==> config.mk <==
export PLATFORM = sky130hd
export DESIGN_NAME = mips_run_ctrl
export DESIGN_NICKNAME = d
export VERILOG_FILES = /design/src/rtl/mips_run_pkg.sv /design/src/rtl/mips_dump_engine.sv /design/src/rtl/mips_run_ctrl.sv
export SDC_FILE = /design/constraint.sdc
export NUM_CORES = 1
export LEC_CHECK = 0
export BUFFER_PORTS_ARGS = -buffer_cell sky130_fd_sc_hd__buf_2
export CAP_MARGIN = 10
export CORE_ASPECT_RATIO = 1.1
export CORE_MARGIN = 1
export CORE_UTILIZATION = 40
export DETAILED_ROUTE_END_ITERATION = 10
export PLACE_DENSITY = 0.72
export SYNTH_ARGS = -nofsm -noshare
export SYNTH_HDL_FRONTEND = slang
export SYNTH_SLANG_ARGS = --single-unit
==> constraint.sdc <==
create_clock -name clk1 -period 2.9 [get_ports clk1]
set_input_delay 0.29 -clock clk1 [delete_from_list [all_inputs] [get_ports clk1]]
set_output_delay 0.29 -clock clk1 [all_outputs]
set_load 0.05 [all_outputs]
==> src/rtl/mips_run_pkg.sv <==
`default_nettype none
// ============================================================
// mips_run_pkg : shared state encoding and load-stream constants
// Rev 1.0
// ============================================================
package mips_run_pkg;
    localparam int   LD_AW    = 16;
    localparam logic SEL_IMEM = 1'b0;
    localparam logic SEL_DMEM = 1'b1;

    typedef enum logic [2:0] {
        ST_IDLE     = 3'd0,
        ST_INIT     = 3'd1,
        ST_RUN      = 3'd2,
        ST_DUMP_RD  = 3'd3,
        ST_DUMP_CAP = 3'd4,
        ST_DUMP_OUT = 3'd5,
        ST_DONE     = 3'd6,
        ST_TMO      = 3'd7
    } run_state_e;
endpackage
`default_nettype wire

==> src/rtl/mips_dump_engine.sv <==
`default_nettype none
// ============================================================
// mips_dump_engine : read/capture/output walk over a dmem window
// Rev 1.0
// ============================================================
module mips_dump_engine
    import mips_run_pkg::*;
#(
    parameter int DMEM_AW = 10
) (
    input  logic               clk1,
    input  logic               rst_n,
    input  logic               load,
    input  logic               start,
    input  logic               abort,
    input  logic [DMEM_AW-1:0] base,
    input  logic [DMEM_AW:0]   len,
    input  logic               dump_ready,
    input  logic [31:0]        dmem_rdata,
    output logic               rd_en,
    output logic [DMEM_AW-1:0] rd_addr,
    output logic               len_zero,
    output logic               finished,
    output logic               dump_valid,
    output logic [31:0]        dump_data
);
    run_state_e         phase_q, phase_d;
    logic [DMEM_AW-1:0] ptr_q, ptr_d;
    logic [DMEM_AW:0]   rem_q, rem_d;
    logic [31:0]        data_q, data_d;
    logic               valid_q, valid_d;
    logic               re_q, re_d;

    always_comb begin
        phase_d  = phase_q;
        ptr_d    = ptr_q;
        rem_d    = rem_q;
        data_d   = data_q;
        valid_d  = 1'b0;
        re_d     = 1'b0;
        finished = 1'b0;
        if (abort) begin
            phase_d = ST_IDLE;
        end else if (load) begin
            ptr_d   = base;
            rem_d   = len;
            phase_d = ST_IDLE;
        end else begin
            case (phase_q)
                ST_IDLE: if (start) begin
                    phase_d = ST_DUMP_RD;
                    re_d    = 1'b1;
                end
                ST_DUMP_RD:  phase_d = ST_DUMP_CAP;
                ST_DUMP_CAP: begin
                    data_d  = dmem_rdata;
                    valid_d = 1'b1;
                    phase_d = ST_DUMP_OUT;
                end
                ST_DUMP_OUT: begin
                    valid_d = 1'b1;
                    if (dump_ready) begin
                        valid_d = 1'b0;
                        ptr_d   = ptr_q + 1'b1;
                        rem_d   = rem_q - 1'b1;
                        if (rem_q == (DMEM_AW+1)'(1)) begin
                            finished = 1'b1;
                            phase_d  = ST_IDLE;
                        end else begin
                            re_d    = 1'b1;
                            phase_d = ST_DUMP_RD;
                        end
                    end
                end
                default: phase_d = ST_IDLE;
            endcase
        end
    end

    always_ff @(posedge clk1 or negedge rst_n) begin
        if (!rst_n) begin
            phase_q <= ST_IDLE;
            ptr_q   <= '0;
            rem_q   <= '0;
            data_q  <= '0;
            valid_q <= 1'b0;
            re_q    <= 1'b0;
        end else begin
            phase_q <= phase_d;
            ptr_q   <= ptr_d;
            rem_q   <= rem_d;
            data_q  <= data_d;
            valid_q <= valid_d;
            re_q    <= re_d;
        end
    end

    assign rd_en      = re_q;
    assign rd_addr    = ptr_q;
    assign len_zero   = (rem_q == '0);
    assign dump_valid = valid_q;
    assign dump_data  = data_q;
endmodule
`default_nettype wire

==> src/rtl/mips_run_ctrl.sv <==
`default_nettype none
// ============================================================
// mips_run_ctrl : load, init, run, time and dump the MIPS32 core
// Option macro: MIPS_RUN_CTRL_DUMP_EN (data-memory dump)
// Rev 1.0
// ============================================================
module mips_run_ctrl
    import mips_run_pkg::*;
#(
    parameter int IMEM_AW   = 10,
    parameter int DMEM_AW   = 10,
    parameter int TIMEOUT_W = 16
) (
    input  logic                 clk1,
    input  logic                 rst_n,
    input  logic                 ld_valid,
    output logic                 ld_ready,
    input  logic                 ld_sel,
    input  logic [LD_AW-1:0]     ld_addr,
    input  logic [31:0]          ld_data,
    input  logic                 start,
    input  logic                 clr,
    output logic                 core_hold,
    output logic                 core_init,
    input  logic                 core_halted,
    output logic                 imem_we,
    output logic [IMEM_AW-1:0]   imem_waddr,
    output logic [31:0]          imem_wdata,
    output logic                 dmem_we,
    output logic                 dmem_re,
    output logic [DMEM_AW-1:0]   dmem_addr,
    output logic [31:0]          dmem_wdata,
    input  logic [31:0]          dmem_rdata,
    input  logic [DMEM_AW-1:0]   dump_base,
    input  logic [DMEM_AW:0]     dump_len,
    output logic                 dump_valid,
    input  logic                 dump_ready,
    output logic [31:0]          dump_data,
    output logic                 busy,
    output logic                 done,
    output logic                 timeout,
    output logic [TIMEOUT_W-1:0] cycle_count
);
    run_state_e           state_q, state_d;
    logic [TIMEOUT_W-1:0] count_q, count_d, count_inc;
    logic                 hold_q, hold_d, init_q, init_d, busy_q, busy_d;
    logic                 done_q, done_d, tmo_q, tmo_d, rdy_q, rdy_d;
    logic                 iwe_q, iwe_d, dwe_q, dwe_d;
    logic [IMEM_AW-1:0]   iaddr_q, iaddr_d;
    logic [DMEM_AW-1:0]   daddr_q, daddr_d;
    logic [31:0]          idata_q, idata_d, ddata_q, ddata_d;
    logic                 accept;
    logic                 eng_start, eng_rd_en, eng_len_zero, eng_finished;
    logic [DMEM_AW-1:0]   eng_rd_addr;
    logic                 unused_ld;

    assign count_inc = count_q + 1'b1;
    assign unused_ld = ^ld_addr;

    always_comb begin
        state_d   = state_q;
        count_d   = count_q;
        eng_start = 1'b0;
        case (state_q)
            ST_IDLE: if (start) begin
                state_d = ST_INIT;
                count_d = '0;
            end
            ST_INIT: state_d = ST_RUN;
            ST_RUN: begin
                count_d = count_inc;
                // Halt is checked first so it wins over the count limit.
                if (core_halted) begin
                    if (eng_len_zero) begin
                        state_d = ST_DONE;
                    end else begin
                        state_d   = ST_DUMP_RD;
                        eng_start = 1'b1;
                    end
                end else if (&count_inc) begin
                    state_d = ST_TMO;
                end
            end
            // The top parks here while the engine walks RD/CAP/OUT.
            ST_DUMP_RD: if (eng_finished) state_d = ST_DONE;
            ST_DONE, ST_TMO: ;
            default: state_d = ST_IDLE;
        endcase
        if (clr) begin
            state_d   = ST_IDLE;
            count_d   = '0;
            eng_start = 1'b0;
        end

        hold_d = (state_d != ST_RUN);
        init_d = (state_d == ST_INIT);
        busy_d = (state_d == ST_INIT) || (state_d == ST_RUN) || (state_d == ST_DUMP_RD)
              || (state_d == ST_DUMP_CAP) || (state_d == ST_DUMP_OUT);
        done_d = (state_d == ST_DONE);
        tmo_d  = (state_d == ST_TMO);
        rdy_d  = (state_d == ST_IDLE);

        accept  = ld_valid && rdy_q && !clr;
        iwe_d   = accept && (ld_sel == SEL_IMEM);
        dwe_d   = accept && (ld_sel == SEL_DMEM);
        iaddr_d = iwe_d ? ld_addr[IMEM_AW-1:0] : iaddr_q;
        idata_d = iwe_d ? ld_data : idata_q;
        daddr_d = dwe_d ? ld_addr[DMEM_AW-1:0] : daddr_q;
        ddata_d = dwe_d ? ld_data : ddata_q;
    end

    always_ff @(posedge clk1 or negedge rst_n) begin
        if (!rst_n) begin
            state_q <= ST_IDLE;
            count_q <= '0;
            hold_q  <= 1'b1;
            init_q  <= 1'b0;
            busy_q  <= 1'b0;
            done_q  <= 1'b0;
            tmo_q   <= 1'b0;
            rdy_q   <= 1'b1;
            iwe_q   <= 1'b0;
            dwe_q   <= 1'b0;
            iaddr_q <= '0;
            idata_q <= '0;
            daddr_q <= '0;
            ddata_q <= '0;
        end else begin
            state_q <= state_d;
            count_q <= count_d;
            hold_q  <= hold_d;
            init_q  <= init_d;
            busy_q  <= busy_d;
            done_q  <= done_d;
            tmo_q   <= tmo_d;
            rdy_q   <= rdy_d;
            iwe_q   <= iwe_d;
            dwe_q   <= dwe_d;
            iaddr_q <= iaddr_d;
            idata_q <= idata_d;
            daddr_q <= daddr_d;
            ddata_q <= ddata_d;
        end
    end

`ifdef MIPS_RUN_CTRL_DUMP_EN
    mips_dump_engine #(.DMEM_AW(DMEM_AW)) u_dump (
        .clk1       (clk1),
        .rst_n      (rst_n),
        .load       (state_q == ST_INIT),
        .start      (eng_start),
        .abort      (clr),
        .base       (dump_base),
        .len        (dump_len),
        .dump_ready (dump_ready),
        .dmem_rdata (dmem_rdata),
        .rd_en      (eng_rd_en),
        .rd_addr    (eng_rd_addr),
        .len_zero   (eng_len_zero),
        .finished   (eng_finished),
        .dump_valid (dump_valid),
        .dump_data  (dump_data)
    );
`else
    logic unused_dump;
    assign unused_dump  = ^{dump_ready, dump_base, dump_len, dmem_rdata, eng_start};
    assign eng_rd_en    = 1'b0;
    assign eng_rd_addr  = '0;
    assign eng_len_zero = 1'b1;
    assign eng_finished = 1'b0;
    assign dump_valid   = 1'b0;
    assign dump_data    = '0;
`endif

    assign ld_ready    = rdy_q;
    assign core_hold   = hold_q;
    assign core_init   = init_q;
    assign busy        = busy_q;
    assign done        = done_q;
    assign timeout     = tmo_q;
    assign cycle_count = count_q;
    assign imem_we     = iwe_q;
    assign imem_waddr  = iaddr_q;
    assign imem_wdata  = idata_q;
    assign dmem_we     = dwe_q;
    assign dmem_wdata  = ddata_q;
    assign dmem_re     = eng_rd_en;
    assign dmem_addr   = eng_rd_en ? eng_rd_addr : daddr_q;
endmodule
`default_nettype wire

==> results.toml <==
[cts]
h-tree-depth = 3
clk_path_buf_depth = 2
cts_tree = "built"
clock_latency_ns = 0.35
post-cts-setup-buffers = 0
cts_buffers = 9
ctsRootBufferMaster = "clkbuf_16"
clk_pin_slew_ns = 0.08
cts.sinks = 111
post_cts_resized = 0

[timing]
finalSetupViolations = 0
finalHoldViolCount = 0
slew_violations = 0
whs_ns = 0.142
relSlewSlack_pct = 29.1
rsz0062_at_grt = "no"
finalCritPeriodShare_pct = 89.8
fmax_ghz = 0.384
fin_tns_setup_ns = 0
skew_ns = 0.00750
fin_ws_ns = 0.295
worst_pin_slew_ns = 1.06
finalCriticalPeriod_ns = 2.61

[yosys]
synth_edf_count = 0
syn_avg_cell_area_um2 = 10.2
synth_cells = 491
ys_warn_count = 0
synth_area_um2 = 4990
async_flop_share_pct = 100
ys_seq_area_share_pct = 55.7
ys_ff_latch = 111
ys.flop_type = "dfrtp_1"
synth_cell_types = 47

[placed_design]
dp_slack_ns = 0.345
place_hpwl_mm = 8.54
place.gp.congestion = 0.868
port-buffer-count = 156

[global_route]
grt.overflow.total = 0
grt_max_degree = 66
grtUsageTotal_pct = 18.6
antenna_found_initial = 0
grt_pass1_wl_mm = 18.5
grt_pass1_vias = 3623

[hold_path]
min_path_cells = 3
hold_end = "dmem_wdata[11]"
hold_path.class = "input pin to flop"
worstHoldStart = "ld_data[11]"

[critical_path]
critPathLaunchType = "flop"
arrival_ns = 2.84
reg2reg_to = "busy"
cp-end-kind = "flop"
cp_max_fo = 11
reg2reg_slack_ns = 0.29
crit_start = "cycle_count[1]"
r2r-start = "cycle_count[1]"
cp.required_ns = 3.14
setup.worst_path.class = "flop to flop"
r2r_cells = 7

[die]
initial_core_util_pct = 41.3
die_w_um = 109
dieHeight_um = 119
die-area_um2 = 12900
coreArea_um2 = 12100
io_pins = 251
rows = 42

[detailed_routing]
wirelength_mm = 11.9
wl_per_cell_um = 14.8
ant_nets = 0
first_iter_violations = 231
dr_total_vias = 3991
firstDrtPassIters = 4
viasPerCell = 4.97
post-route-drc-count = 0

[cells_and_area]
nets = 755
syn_to_final_growth_pct = 23.6
final_core_util_pct = 51.0
drive_gt1_share_pct = 35.7
insertedDiodeCount = 0

[pwr]
p_leak_nw = 3.19
ir_drop_mv = 0.486
finalPower_mw = 5.11
power_density_nw_per_um2 = 828

[flow_run]
drv_cap = 0

[outcome]
outcome = "finished clean"
metal layers:
| layer | track usage, % | vias to the layer above | share of wire, % |
|---|---|---|---|
| li1 | - | 1897 | - |
| met3 | 4.32 | 17 | 7.1 |
| met2 | 30.7 | 163 | 49 |
| met1 | 23.3 | 1914 | 42 |
| met4 | 7.18 | 0 | 1.7 |
| met5 | 0 | - | 0 |
Yosys cell counts (all sizes together), types with 2 or more instances:
cell type	instances	share of area, %
a21oi	10	1.0
a31oi	5	0.63
and4b	3	0.60
buf	42	5.9
clkbuf	14	1.1
dfrtp	109	55
dfstp	2	1.1
ha	2	0.50
inv	3	0.23
mux2	42	9.5
nand2	149	11
nand2b	4	0.50
nand3	8	1.1
nand4	6	0.88
nand4b	3	0.53
nor2	19	1.4
nor2b	7	0.88
nor3	5	0.73
nor4	4	0.50
o21ai	24	2.4
o31ai	8	1.2
registers in the layout (all words and copies together), names as in the netlist:
signal,count
busy,1
core_hold,1
core_init,1
cycle_count,16
dmem_addr,10
dmem_wdata,32
dmem_we,1
done,1
imem_waddr,10
imem_wdata,32
imem_we,1
ld_ready,1
state_q,3
timeout,1
where the power goes:
group | leakage, nW | switching, mW | total [mW] | internal [mW]
clock | 0.166 | 0.581 | 1.38 | 0.797
combinational | 1.63 | 1.39 | 1.77 | 0.382
sequential | 1.39 | 0.142 | 1.96 | 1.82
total | 3.19 | 2.11 | 5.11 | 3.00
area by class of cell:
class	count	area [um2]
Sequential cell	111	2780
Tap cell	154	193
Clock inverter	6	97.6
Clock buffer	10	239
Inverter	4	15.0
Timing Repair Buffer	165	866
Fill cell	1117	5920
Multi-Input combinational cell	353	1980
stage by stage:
step	std cells	cell area (um2)
global placement	786	5820
detailed placement	786	5820
floorplan	524	5120
CTS	803	6170
finish	803	6170
global route	803	6170
logic make-up after synthesis:
| kind of cell | count (synthesis) | synth area share (%) |
|---|---|---|
| other | 1 | 0.0751 |
| DFF | 111 | 55.7 |
| and+or+nand+nor | 215 | 19.4 |
| buffers and inverters | 60 | 7.27 |
| muxes | 42 | 9.47 |
| xor gates and xnor gates | 1 | 0.175 |
| adders and majority gates | 2 | 0.501 |
| AOI/OAI and AO/OA | 59 | 7.39 |
worst max-delay path by stage:
stage | end | cells past startpoint
finish | busy | 7
floorplan | busy | 8
global route | busy | 7
global placement | busy | 7
CTS | busy | 7
detailed placement | busy | 7
layout by cell type, fill, tap and decap left out, drive strengths merged, types with 2 or more instances in the layout:
master    n
buf     164
nand2   149
dfrtp   109
mux2     42
conb     34
o21ai    24
nor2     19
a21oi    10
clkbuf   10
o31ai     8
nand3     8
nor2b     7
inv       7
nand4     6
a31oi     5
nor3      5
nand2b    4
nor4      4
and4b     3
nand4b    3
ha        2
bufinv    2
dfstp     2
worst max-delay path, stage by stage (launching register included):
cell and delay (ns):
dfrtp_1 0.50, ha_1 0.36, a21oi_1 0.40, nor4_1 0.13, o2bb2ai_1 0.24, nand4_1 0.12, or4b_4 0.56, and3b_1 0.18
what timing repair did:
item,in CTS,in global routing
endpoints found under the hold margin,44,0
hold buffers,1,0
endpoints found under the setup margin,0,0
(Power assumes the default switching activity.)
